==> config.mk <==
export PLATFORM = sky130hd
export DESIGN_NAME = mem_ctl_arb
export DESIGN_NICKNAME = d
export VERILOG_FILES = /design/src/rtl/mem_ctl_arb.sv
export SDC_FILE = /design/constraint.sdc
export NUM_CORES = 1
export LEC_CHECK = 0
export ABC_AREA = 1
export BUFFER_PORTS_ARGS = -buffer_cell sky130_fd_sc_hd__buf_2
export CORE_MARGIN = 5
export CORE_UTILIZATION = 45
export DETAILED_ROUTE_END_ITERATION = 16
export GPL_TIMING_DRIVEN = 0
export PLACE_DENSITY = 0.74
export SYNTH_ARGS = -nofsm -noshare
export SYNTH_HDL_FRONTEND = slang
export SYNTH_SLANG_ARGS = --single-unit
export TNS_END_PERCENT = 30
==> constraint.sdc <==
create_clock -name clk -period 1.5 [get_ports clk]
set_clock_uncertainty 0.05 [all_clocks]
set_input_delay 0.3 -clock clk [delete_from_list [all_inputs] [get_ports clk]]
set_output_delay 0.3 -clock clk [all_outputs]
set_load 0.01 [all_outputs]
==> src/rtl/mem_ctl_arb.sv <==
// Round-robin arbiter that grants N_CH requesters exclusive use of one memory port.
// A timeout counter bounds each access, and every output is decoded from registered state.
`timescale 1ns/1ps

module mem_ctl_arb #(
    parameter int N_CH    = 2,
    parameter int TIMEOUT = 15,
    parameter int ID_W    = (N_CH > 1) ? $clog2(N_CH) : 1
) (
    input  logic            clk,
    input  logic            rst,
    input  logic [N_CH-1:0] din_valid,
    input  logic [N_CH-1:0] wen,
    input  logic [N_CH-1:0] dout_ack,
    input  logic            mem_done,
    output logic [N_CH-1:0] din_ack,
    output logic [N_CH-1:0] dout_valid,
    output logic            mem_write,
    output logic            mem_read,
    output logic [ID_W-1:0] grant_id,
    output logic            busy,
    output logic            mem_err
);

    typedef enum logic [2:0] {IDLE, WRITE, READ, RESP, DACK} state_t;

    localparam logic [7:0]      TMO_LAST = 8'(TIMEOUT - 1);
    localparam logic [ID_W-1:0] LAST_CH  = ID_W'(N_CH - 1);
    localparam logic [N_CH-1:0] ONE      = N_CH'(1);

    state_t          state, state_nxt;
    logic [ID_W-1:0] last_grant;
    logic [ID_W-1:0] winner;
    logic [ID_W-1:0] cand;
    logic            found;
    logic [7:0]      tmo_cnt;
    logic            tmo_hit;
    logic            err_nxt;

    // Search starts one past the last winner, so the most recently served channel ranks last.
    always_comb begin
        // NOTE: every always_comb output gets a default first, so no path can infer a latch.
        winner = '0;
        cand   = '0;
        found  = 1'b0;
        for (int i = 1; i <= N_CH; i++) begin
            cand = ID_W'((int'(last_grant) + i) % N_CH);
            if (!found && din_valid[cand]) begin
                found  = 1'b1;
                winner = cand;
            end
        end
    end

    assign tmo_hit = (tmo_cnt == TMO_LAST);

    always_comb begin
        state_nxt = state;
        err_nxt   = 1'b0;
        case (state)
            IDLE:  if (found) state_nxt = wen[winner] ? WRITE : READ;
            // mem_done takes priority over the terminal count in the same cycle.
            WRITE: if (mem_done) state_nxt = DACK;
                   else if (tmo_hit) begin
                       state_nxt = DACK;
                       err_nxt   = 1'b1;
                   end
            READ:  if (mem_done) state_nxt = RESP;
                   else if (tmo_hit) begin
                       state_nxt = DACK;
                       err_nxt   = 1'b1;
                   end
            RESP:  if (dout_ack[grant_id]) state_nxt = DACK;
            DACK:  state_nxt = IDLE;
            default: state_nxt = IDLE;
        endcase
    end

    always_ff @(posedge clk) begin
        // NOTE: sequential state uses non-blocking assignments only, so all registers update together.
        if (rst) begin
            state      <= IDLE;
            grant_id   <= '0;
            last_grant <= LAST_CH;
            tmo_cnt    <= '0;
            mem_err    <= 1'b0;
        end else begin
            state   <= state_nxt;
            mem_err <= err_nxt;
            if (state == IDLE) begin
                tmo_cnt <= '0;
                if (found) begin
                    grant_id   <= winner;
                    last_grant <= winner;
                end
            end else if (state == WRITE || state == READ) begin
                tmo_cnt <= tmo_cnt + 8'd1;
            end
        end
    end

    assign mem_write  = (state == WRITE);
    assign mem_read   = (state == READ);
    assign busy       = (state != IDLE);
    assign din_ack    = (state == DACK) ? (ONE << grant_id) : '0;
    assign dout_valid = (state == RESP) ? (ONE << grant_id) : '0;

endmodule

# Yosys cells after proc, flatten, opt, wreduce, memory -nomap -nowiden
# Cells that the tools add are included.
totals:
  output_inout_bits: 9
  register_bits: 14
op_classes:
  n_eq_ne: 7
  shifts: 1
  add_sub_neg: 3
  n_mux: 22
  n_bitwise: 1
  n_reduce_logical: 10
  n_lt_le_gt_ge: 4
op_table:
  columns: ["operator", "count"]
  rows:
  - ["$mux 3", 5]
  - ["$mux 1", 13]
  - ["$pmux 3 s4", 1]
  - ["$add 8x1->8 const B", 1]
  - ["$eq 8x4->1 const B", 1]
  - ["$lt 1x2->1 const B", 4]
  - ["$eq 3x2->1 const B", 2]
  - ["$mux 2", 3]
  - ["$ne 2x2->1 const B", 2]
  - ["$reduce_and 2->1", 2]
  - ["$reduce_or 2->1", 2]
  - ["$eq 3x1->1 const B", 1]
  - ["$eq 3x3->1 const B", 1]
  - ["$logic_not 3->1", 1]
  - ["$reduce_bool 3->1", 1]
  - ["$reduce_or 3->1", 1]
  - ["$add 1x1->1 const B", 2]
  - ["$shl 1x1->2 const A", 1]
  - ["$logic_and 1x1->1", 1]
  - ["$logic_not 1->1", 1]
  - ["$logic_or 1x1->1", 1]
  - ["$not 1->1", 1]

# Longest topological paths before layout
# Gate-level depths: netlist of the first run.
depth:
  word_depth: 12
  ltp_mapped: 9
  depth_no_buf: 9

# Worst setup path before layout of the first run
# No wires, ideal clock.
synth_path:
  kind: "register -> register"
  startpoint: "reg state[0]"
  endpoint: "reg tmo_cnt[5]"
  path_buffers: 0
  t_arrival_ns: 1.039
  path_slack_ns: 0.296
  synth_period_minus_slack_ns: 1.204
  setup_time_ns: 0.115
  path_stages_with_launch: 6
  path_cell_list: "dfxtp_1 -> nor3_2 -> inv_2 -> nand2_2 -> a21oi_1 -> o21a_1"
synth_via:
  elab_chain_cells: 2
  elab_cells_between_ends: 5
  classes_between: "eq/ne: 2; reduce/logical: 3"
synth_lines:
  columns: ["item", "line", "source"]
  rows:
  - ["start: declaration", "31", "state_t state, state_nxt;"]
  - ["start signal: assignment", "88", "state <= state_nxt;"]
  - ["$eq 3x1->1, or another cell as far along", "96", "end else if (state == WRITE || state == READ) begin"]
  - ["$logic_or 1x1->1 or $reduce_or 2->1 (tied branches)", null, null]
  - ["end signal: assignment", "97", "tmo_cnt <= tmo_cnt + 8'd1;"]
  - ["end: declaration", "36", "logic [7:0] tmo_cnt;"]
# Parallel ways exist; a longest one is shown, timed or not.
# A chain may end at the register's enable or synchronous reset.

# Final worst setup path of the first run
layout_path:
  startpoint: "reg state[2]"
  endpoint: "out busy"
layout_via:
  elab_chain_cells: 1
layout_lines:
  columns: ["item", "line", "source"]
  rows:
  - ["$reduce_bool 3->1", "104", "assign busy = (state != IDLE);"]
  - ["end: declaration", "21", "output logic busy,"]
# Every way passes these cells.

==> metrics, run 1 <==
setup ws final=0.0515 ns; first-pass detailed-route iteration total=4; Initial Util=0.484; leading register cell type out of synthesis=dfxtp_1; status=completed; vias in the first global route=783; Synth Area per Inst=7.05 µm²; via count=about 860; Compound-Gate Fraction of Synth Area=0.126; post-layout min period=1.45 ns; Crit path required time=1.15 ns; final setup fails=0; register area=293 µm²; EDFF count, synth=0; R2R setup slack=about 0.16 ns; mapped cell area=853 µm²; area of the multi-input gates=531 µm²; CTS Root Cell=clkbuf_4; Leak=0.472 nW; clock sink count=14; DR iter-0 viols=7; FILL cells=172; Post-route DRC=0; critical path class=reg2out; Max Slew Vio Count=0; #FFs+latches synth=14; post-synth top area share=0.328; Yosys top cell by area=dfxtp_1; # hold bufs at CTS=0; asr flop ratio synth=0; total power=1.21 mW; Chip Width=53.5 µm; Relative slew margins=0.844; Cells after Synth=121; Reg2Reg Launch Point=tmo_cnt[0]; peak supply drop=approximately 720 µV; largest family of logic cells by synthesized area=simple AND/OR/NAND/NOR gates; GP Congestion=0.776; crit path launch type=register; sequential-to-total area share from yosys stat=0.328; Hold Path End=mem_err; yosys warns=0; port bufs=17; Skew-Pair Late Insertion Delay=0.28 ns; xor/xnor share of the synthesized area=0.0205; critical path fanouts, max=5; Max Clk Rate=0.690 GHz; core box area=between 1500 and 2000 µm²; Synth area leaders=dfxtp_1 33%, nand2_1 14%, inv_1 5.7%; Die ar.=2870 µm²; Hold Vio Cnt, Final=0; TritonCTS buffer count=3; crit share post-route=0.966; Syn-to-layout area delta=24.3%; Hold Path Class=in2reg; unrepaired setup endpoints after global routing=true; n_diodes=0; Worst Hold Path Cells=2; first-pass GRT wire length=3340 µm; antenna-violating nets left=0; Slew @ Worst Pin=roughly 0.23 ns; CTS tree=built; CTS H-tree lvls=1; gr ovfl total=0; area share of fa/ha/maj cells after synthesis=0.0293; largest net degree at the start of global routing=11; Routed WL=~2000 µm; antenna violations before repair=0; GRT Total Usage=0.160; Max Cap Viol=0; Post-Syn Nets=132; dpl ws=0.133 ns; Final #Nets=155; Cell variety after synth=31; mux contribution to synthesized area=0; Critical Path End Type=output pin; R2R cell count=9; std cell rows=15; hold_sp=mem_done; CP arrival=1.10 ns; hpwl dp=1530 µm; drt wl/cell=11.7 µm; layout cells sized above 1=0.329; Power per Cell Area=1140 nW/µm²; I/O Pins=18; Post-Synth Simple-Gate Area=0.421; Die H=53.5 µm; clk slew on worst S/H paths=~0.08 ns; clock tree buffer depth=2; endpoint of the lowest-slack register-to-register path=state[1]; Avg Vias per Cell=around 5.1
-- kinds of logic after synthesis --
| logic type | Yosys count |
|---|---|
| flops | 14 |
| simple gates | 68 |
| compound gates | 18 |
| fa+ha+maj | 2 |
| xor+xnor | 2 |
| buf+inv | 17 |
-- power by group --
| part | switching, mW | internal (mW) | total [mW] | leakage (nW) |
|---|---|---|---|---|
| Combinational | 0.281 | 0.181 | 0.462 | 0.334 |
| Clock | 0.123 | 0.148 | 0.270 | 0.0210 |
| Sequential | 0.0620 | 0.414 | 0.476 | 0.116 |
-- cells in the final DEF (no fill, tap or decap), types with 2 or more instances in the layout --
| cell | Yosys | layout |
|---|---|---|
| a21oi_1 | 8 | 8 |
| buf_2 | 0 | 16 |
| clkbuf_4 | 0 | 3 |
| dfxtp_1 | 14 | 10 |
| dfxtp_4 | 0 | 3 |
| ha_1 | 2 | 2 |
| inv_1 | 13 | 12 |
| inv_2 | 4 | 2 |
| inv_4 | 0 | 3 |
| nand2_1 | 32 | 32 |
| nand2_2 | 3 | 3 |
| nand2_4 | 2 | 2 |
| nand3_1 | 5 | 4 |
| nand3_2 | 2 | 2 |
| nand3_4 | 1 | 2 |
| nand4_1 | 3 | 3 |
| nor2_1 | 10 | 9 |
| nor2_2 | 1 | 2 |
| nor3_1 | 3 | 3 |
| o21ai_0 | 2 | 2 |
| o21bai_1 | 2 | 2 |
-- critical path, cell delays in order (launching register included) --
cell and delay (ns):
dfxtp_4 0.39, nor3_4 0.24, inv_2 0.07, buf_6 0.12
-- how the worst max path moves through the flow --
stage                   from            end  depth (start not counted)
floorplan           state[0]     tmo_cnt[5]                          5
global placement    state[0]           busy                          3
detailed placement  state[0]     tmo_cnt[5]                          5
CTS                 state[1]     din_ack[0]                          4
global route        state[2]  dout_valid[0]                          4
finish              state[2]           busy                          3
-- stage by stage --
step            util  std cells  hold WS [ns]  TNS (ns)  cell area, µm²
2_1_floorplan      -        121         0.319         0             853
3_3_place_gp   0.550        163         0.400         0             970
3_5_place_dp   0.550        163         0.407         0             970
4_1_cts        0.580        168         0.173         0            1020
5_1_grt        0.601        168         0.190  -0.00264            1060
6_report       0.601        168         0.179         0            1060
-- sequential cells by signal, summed over array words and instances (netlist names) --
name and cells:
last_grant 1, mem_err 1, grant_id 1, state 3, tmo_cnt 8
-- final cells by class --
type	count	share of cell area
flip-flops and latches	14	0.276
well taps	25	0.0295
clock buffers	4	0.0342
repair buffers	18	0.0932
multi-input cells	90	0.500
inverters	17	0.0672
-- layer usage --
layer,global-route usage,share of wire
met1,0.200,0.47
met5,0,0
met3,0.0332,0.030
met4,0.0851,0.011
met2,0.257,0.49
-- repair_timing --
| action | in CTS | in global routing |
|---|---|---|
| setup buffers | 1 | 0 |
| endpoints found under the setup margin | 7 | 6 |
| pin swaps | 1 | 2 |
| cloned | 0 | 0 |
| resized for setup | 4 | 12 |
-- cells in the mapped netlist, drive strengths merged (2+ instances only) --
cell type and instances:
ha 2, dfxtp 14, nor2 12, a21oi 9, o21ai 3, nand2 37, nor3 4, nand3 8
o21bai 2, nand4 3, inv 17
Note: power is estimated with default switching activity, not from simulation.
==> run 2: changes to the inputs <==
CORE_MARGIN = unset   (was 5)
==> run 2 against run 1 <==
Net effect:
- sequential cell count did not move
- critical path depth up 1
- utilization decreased by 2.0 points
- die area shrank 28%
- combinational power down 4.8%
- worst hold slack improved by 0.021 ns
- via count decreased by 1.1%
- non-clock buffer count did not move
- power down 8.0%
- clock power is 23% lower
- maximum frequency rose by 1.4%
- cell area decreased by 4.4%
==> metrics, run 2 (synthesized netlist as in run 1, its figures left out) <==
status=completed; Hold Path Class=in2reg; total power=1.11 mW (-8.0%); first-pass detailed-route iteration total=4 (unchanged); critical path class=reg2out; # hold bufs at CTS=0 (unchanged); CTS H-tree lvls=1 (unchanged); via count=848 (-1.1%); layout cells sized above 1=0.303 (-0.0259); drt wl/cell=10.8 µm (-7.4%); Relative slew margins=0.809 (-0.0358); commonest cells after routing, fill and taps aside=32 x nand2_1, 17 x buf_2, 12 x inv_1; TritonCTS buffer count=3 (unchanged); CTS tree=built; Final #Nets=155 (unchanged); Crit path required time=1.15 ns (about the same); Die H=45.5 µm (-15%); critical path fanouts, max=5 (unchanged); Post-route DRC=0 (unchanged); largest reg by FF count=tmo_cnt; vias in the first global route=724 (-7.5%); part of the power in the clock network=0.187 (-0.037); Routed WL=1800 µm (-8.0%); core box area=1750 µm² (-1.1%); R2R cell count=9 (unchanged); antenna violations before repair=0 (unchanged); Setup TNS=0 ns (unchanged); GRT Total Usage=0.203 (+0.0424); Sw Pwr=0.443 mW (-5.0%); Chip Width=45.5 µm (-15%); Hold Path End=mem_err; peak supply drop=681 µV (-5.5%); Post-DP Area=970 µm² (unchanged); Non-Filler Instances=167 (-0.60%); Net Sw Frac=0.398 (+0.0127); Initial Util=0.489 (+0.00520); hpwl dp=1390 µm (-9.1%); CP arrival=1.08 ns (-0.02 ns); Comb pwr share=0.395 (+0.012); first-pass GRT wire length=2930 µm (-12%); Leak=0.462 nW (-2.1%); Hold Vio Cnt, Final=0 (unchanged); port bufs=17 (unchanged); internal power=0.669 mW (-9.9%); unrepaired setup endpoints after global routing=false; crit path launch type=register; Worst Hold Path Cells=2 (unchanged); Seq pwr share=0.418 (+0.024); post-layout min period=1.43 ns (-0.0198 ns); CTS Root Cell=clkbuf_4; R2R setup slack=0.13 ns (-0.03 ns); commonest non-fill, non-tap cell in the layout=nand2_1; crit share post-route=0.952 (-0.0132); endpoint of the lowest-slack register-to-register path=state[1]; std cell rows=15 (unchanged); clock sink count=14 (unchanged); I/O Pins=18 (unchanged); max FFs per register=8 (unchanged); final setup fails=0 (unchanged); Slew @ Worst Pin=0.285 ns (+0.0535 ns); Power per Cell Area=1100 nW/µm² (-3.8%); Die ar.=2070 µm² (-28%); Max Cap Viol=0 (unchanged); Syn-to-layout area delta=18.9%; n_diodes=0 (unchanged); FILL cells=166 (-3.5%); largest net degree at the start of global routing=11 (unchanged); Final Cell Area=1010 µm² (-4.4%); Skew-Pair Late Insertion Delay=0.27 ns (about the same); antenna-violating nets left=0 (unchanged); Reg2Reg Launch Point=tmo_cnt[0]; Max Clk Rate=0.700 GHz (+1.4%); GP Congestion=0.801 (+3.2%); DR iter-0 viols=24 (+17); Avg Vias per Cell=5.08 (-0.46%); Critical Path End Type=output pin; Largest regs=tmo_cnt: 8 flops, state: 3 flops; total placed cells including tap cells=163 (unchanged); clock tree buffer depth=2 (unchanged); hold_sp=mem_done; clk slew on worst S/H paths=0.08 ns (about the same); Max Slew Vio Count=0 (unchanged); gr ovfl total=0 (unchanged)
[run 2: power groups by stage]
stage / registers [mW] / clock network [mW] / logic [mW]
3_3_place_gp: 0.457 / 0 / 0.392
3_5_place_dp: 0.460 / 0 / 0.406
2_1_floorplan: 0.454 / 0 / 0.299
4_1_cts: 0.460 / 0.220 / 0.433
5_1_grt: 0.471 / 0.235 / 0.494
6_report: 0.464 / 0.208 / 0.440
[run 2: layout make-up]
cell class | instances | area (µm²) | area share
Clock buffer | 3 | 22.5 | 0.0222
Inverter | 17 | 68.8 | 0.0678
Multi-Input combinational cell | 90 | 515 | 0.508
Sequential cell | 14 | 284 | 0.280
Tap cell | 25 | 31.3 | 0.0308
Timing Repair Buffer | 18 | 92.6 | 0.0912
[run 2: critical path, cell delays in order, from the launching register on]
cell	delay, ns
dfxtp_2	0.43
inv_4	0.07
nand3_4	0.10
inv_1	0.07
buf_2	0.14
[run 2: repair_timing]
item,CTS,global route
resized for setup,4,3
pin swaps,1,0
setup buffers,1,0
endpoints found under the setup margin,3,3
[run 2: how the worst max path moves through the flow]
stage / start / slack [ns] / to
floorplan: state[0] / 0.30 / tmo_cnt[5]
global placement: state[2] / 0.21 / tmo_cnt[4]
detailed placement: state[0] / 0.17 / tmo_cnt[5]
CTS: state[1] / 0.06 / din_ack[1]
global route: tmo_cnt[0] / 0.007 / state[1]
finish: state[2] / 0.07 / mem_read
[run 2: through the flow]
step	hold WS [ns]	utilization	worst slack [ns]
after floorplan	0.319	-	0.296
after global placement	0.396	0.556	0.213
after detailed placement	0.399	0.556	0.172
after CTS	0.187	0.578	0.0589
after global routing	0.201	0.581	0.00742
final	0.200	0.581	0.0713
[run 2: layer usage]
| layer | wire, µm | share of wire | global-route usage |
|---|---|---|---|
| met4 | 12 | 0.0067 | 0.109 |
| met1 | 811 | 0.45 | 0.252 |
| met5 | 0 | 0 | 0 |
| met2 | 910 | 0.50 | 0.320 |
| met3 | 69 | 0.038 | 0.0476 |
==> run 3: changes to the inputs <==
--- a/config.mk
+++ b/config.mk
@@ -7,8 +7,7 @@
 export LEC_CHECK = 0
-export ABC_AREA = 1
 export BUFFER_PORTS_ARGS = -buffer_cell sky130_fd_sc_hd__buf_2
-export CORE_UTILIZATION = 45
+export CORE_UTILIZATION = 43
 export DETAILED_ROUTE_END_ITERATION = 16
 export GPL_TIMING_DRIVEN = 0
-export PLACE_DENSITY = 0.74
+export PLACE_DENSITY = 0.72
 export SYNTH_ARGS = -nofsm -noshare
--- a/constraint.sdc
+++ b/constraint.sdc
@@ -4,2 +4,2 @@
 set_output_delay 0.3 -clock clk [all_outputs]
-set_load 0.01 [all_outputs]
+set_load 0.05 [all_outputs]
==> run 3 against run 2 <==
Net effect:
- the run now ends with DRC, setup timing left
- clock-buffer cell count grew 1
- sequential share of layout area shrank 2.4 points
- synthesized area is 13% lower
- utilization increased by 15 points
- largest cell class unchanged
==> metrics, run 3 <==
part of the power in the clock network=0.181 (-0.006); Initial Util=0.478 (-0.0106); internal power=0.773 mW (+15%); peak supply drop=1140 µV (+67%); TritonCTS buffer count=3 (unchanged); top cells by instance count after synthesis=14 x dfxtp_1, 14 x nor2_1, 8 x nand2_1, 8 x xnor2_1; Routed WL=1860 µm (+3.2%); critical path class=reg2out; largest net degree at the start of global routing=9 (-2); GP Congestion=0.849 (+6.0%); antenna-violating nets left=0 (unchanged); antenna violations before repair=0 (unchanged); Synth Area per Inst=8.19 µm² (+16%); Largest regs=tmo_cnt: 8 flops, state: 3 flops; Worst path max stage delay=0.34 ns (-0.09 ns); n_diodes=0 (unchanged); I/O Pins=18 (unchanged); vias in the first global route=654 (-9.7%); Cell variety after synth=31 (unchanged); Yosys top cell by area=dfxtp_1; R2R cell count=5 (-4); Max Cap Viol=0 (unchanged); core box area=1560 µm² (-11%); #FFs+latches synth=14 (unchanged); final setup fails=7 (+7); # hold bufs at CTS=0 (unchanged); largest reg by FF count=tmo_cnt; unrepaired setup endpoints after global routing=true; register area=293 µm² (+3.1%); CP Depth=4 (unchanged); area of the multi-input gates=554 µm² (+7.5%); max FFs per register=8 (unchanged); Slew @ Worst Pin=0.396 ns (+0.111 ns); Core Util, Final=0.733 (+0.151); Net Sw Frac=0.411 (+0.0128); std cell rows=14 (-1); commonest cells after routing, fill and taps aside=12 x nor2_1, 10 x buf_2, 10 x dfxtp_1; yosys warns=0 (unchanged); GRT Total Usage=0.212 (+0.00935); endpoint of the lowest-slack register-to-register path=tmo_cnt[6]; leading register cell type out of synthesis=dfxtp_1; CTS tree=built; FILL cells=117 (-30%); status=complete, but fails checks; hpwl dp=1140 µm (-18%); DR iter-0 viols=11 (-54%); Critical Path End Type=output pin; failing checks=DRC, setup timing; post-synth top area share=0.376 (+0.0474); Max Slew Vio Count=0 (unchanged); slowest CP cell=dfxtp_2; worst path buffer plus inverter count=2 (-1); Synth area leaders=dfxtp_1 38%, xnor2_1 9.4%, nor2_1 7.0%; total placed cells including tap cells=124 (-24%); Hold Path End=grant_id; post-layout min period=1.59 ns (+0.163 ns); Avg Vias per Cell=5.71 (+12%); Final #Nets=129 (-17%); Worst Hold Path Cells=2 (unchanged); drt wl/cell=14.0 µm (+30%); Non-Filler Instances=133 (-20%); Die H=43.6 µm (-4.2%); layout cells sized above 1=0.436 (+0.133); Comb pwr share=0.461 (+0.066); Die ar.=1900 µm² (-8.2%); Sw Pwr=0.539 mW (+22%); Chip Width=43.6 µm (-4.2%); Relative slew margins=0.734 (-0.0750); via count=759 (-10%); crit path launch type=register; Leak=0.424 nW (-8.1%); clock tree buffer depth=2 (unchanged); Crit path required time=1.15 ns (about the same); hold_sp=rst; port bufs=17 (unchanged); commonest non-fill, non-tap cell in the layout=nor2_1; first-pass detailed-route iteration total=10 (+6); critical path fanouts, max=7 (+2); sequential-to-total area share from yosys stat=0.376 (+0.0474); crit share post-route=1.06 (+0.109); Reg2Reg Launch Point=state[1]; Hold Vio Cnt, Final=0 (unchanged); gr ovfl total=0 (unchanged); Skew-Pair Late Insertion Delay=0.29 ns (+0.02 ns); Power per Cell Area=1150 nW/µm² (+4.8%); Post-Syn Nets=102 (-23%); setup ws final=-0.0917 ns (-0.163 ns); Syn-to-layout area delta=53.2%; Seq pwr share=0.358 (-0.060); clk slew on worst S/H paths=0.09 ns (about the same); R2R setup slack=0.01 ns (-0.12 ns); CP arrival=1.24 ns (+0.16 ns); EDFF count, synth=0 (unchanged); Max Clk Rate=0.628 GHz (-10%); CTS H-tree lvls=1 (unchanged); total power=1.31 mW (+18%); Hold Path Class=in2reg; asr flop ratio synth=0 (unchanged); mapped cell area=746 µm² (-13%); first-pass GRT wire length=2960 µm (+0.95%); clock sink count=14 (unchanged); Cells after Synth=91 (-25%); CTS Root Cell=clkbuf_4; CP cell instances=buf_12 -> nor2_4 -> and3_2 -> buf_6; top cell family by delay on the critical path=flip-flops; Post-route DRC=2 (+2)
[run 3: power by group through the flow]
stage	clock network, mW	registers [mW]	logic, mW
after global placement	0	0.450	0.429
after floorplan	0	0.458	0.339
after detailed placement	0	0.451	0.433
after CTS	0.237	0.454	0.537
final	0.237	0.470	0.605
after global routing	0.258	0.476	0.648
[run 3: worst register-to-register path: cells and delay by family, from the launching register on]
family | cells | cell delay [ns]
buffers and inverters | 1 | 0.14
AND/OR/NAND/NOR | 2 | 0.48
flip-flops | 1 | 0.34
XOR/XNOR | 2 | 0.37
[run 3: worst max-delay path by stage]
stage,start,to,slack [ns]
after floorplan,state[0],dout_valid[1],-0.007
after global placement,tmo_cnt[4],state[1],-0.06
after detailed placement,state[1],tmo_cnt[1],-0.1
after CTS,state[2],dout_valid[1],-0.14
after global routing,state[1],din_ack[1],-0.15
final,state[1],din_ack[1],-0.09
[run 3: metrics by stage]
stage,instance area (µm²),TNS (ns),hold slack (ns),setup slack (ns)
after floorplan,835,-0.00744,0.313,-0.00744
after global placement,940,-0.417,0.430,-0.0622
after detailed placement,940,-0.833,0.429,-0.0957
after CTS,1080,-0.716,0.168,-0.137
after global routing,1140,-0.903,0.180,-0.147
final,1140,-0.463,0.174,-0.0917
[run 3: logic make-up after synthesis]
logic type	after synthesis	synth area share
multiplexers	2	0.0285
flip-flops	14	0.376
AND/OR/NAND/NOR	46	0.314
AO/OA/AOI/OAI	11	0.112
buffers and inverters	8	0.0419
XOR/XNOR	8	0.0940
adder cells (fa/ha/maj)	2	0.0336
[run 3: repair_timing]
item / 4_1_cts / 5_1_grt
gates resized for setup: 26 / 17
endpoints found under the setup margin: 18 / 19
setup buffers: 5 / 1
pin swaps: 4 / 7
[run 3: per-layer routing]
metal,vias up,track usage,part of all wire
li1,378,-,-
met1,353,0.297,0.46
met2,23,0.319,0.47
met3,5,0.0375,0.045
met4,0,0.0938,0.017
met5,-,0,0
[run 3: cell type report]
type / instances / share of cell area
sequential: 14 / 0.256
inverter: 4 / 0.0131
clock buffer: 4 / 0.0230
timing repair buffer: 23 / 0.156
tap: 16 / 0.0175
buffer: 3 / 0.0493
multi-input combinational: 69 / 0.485
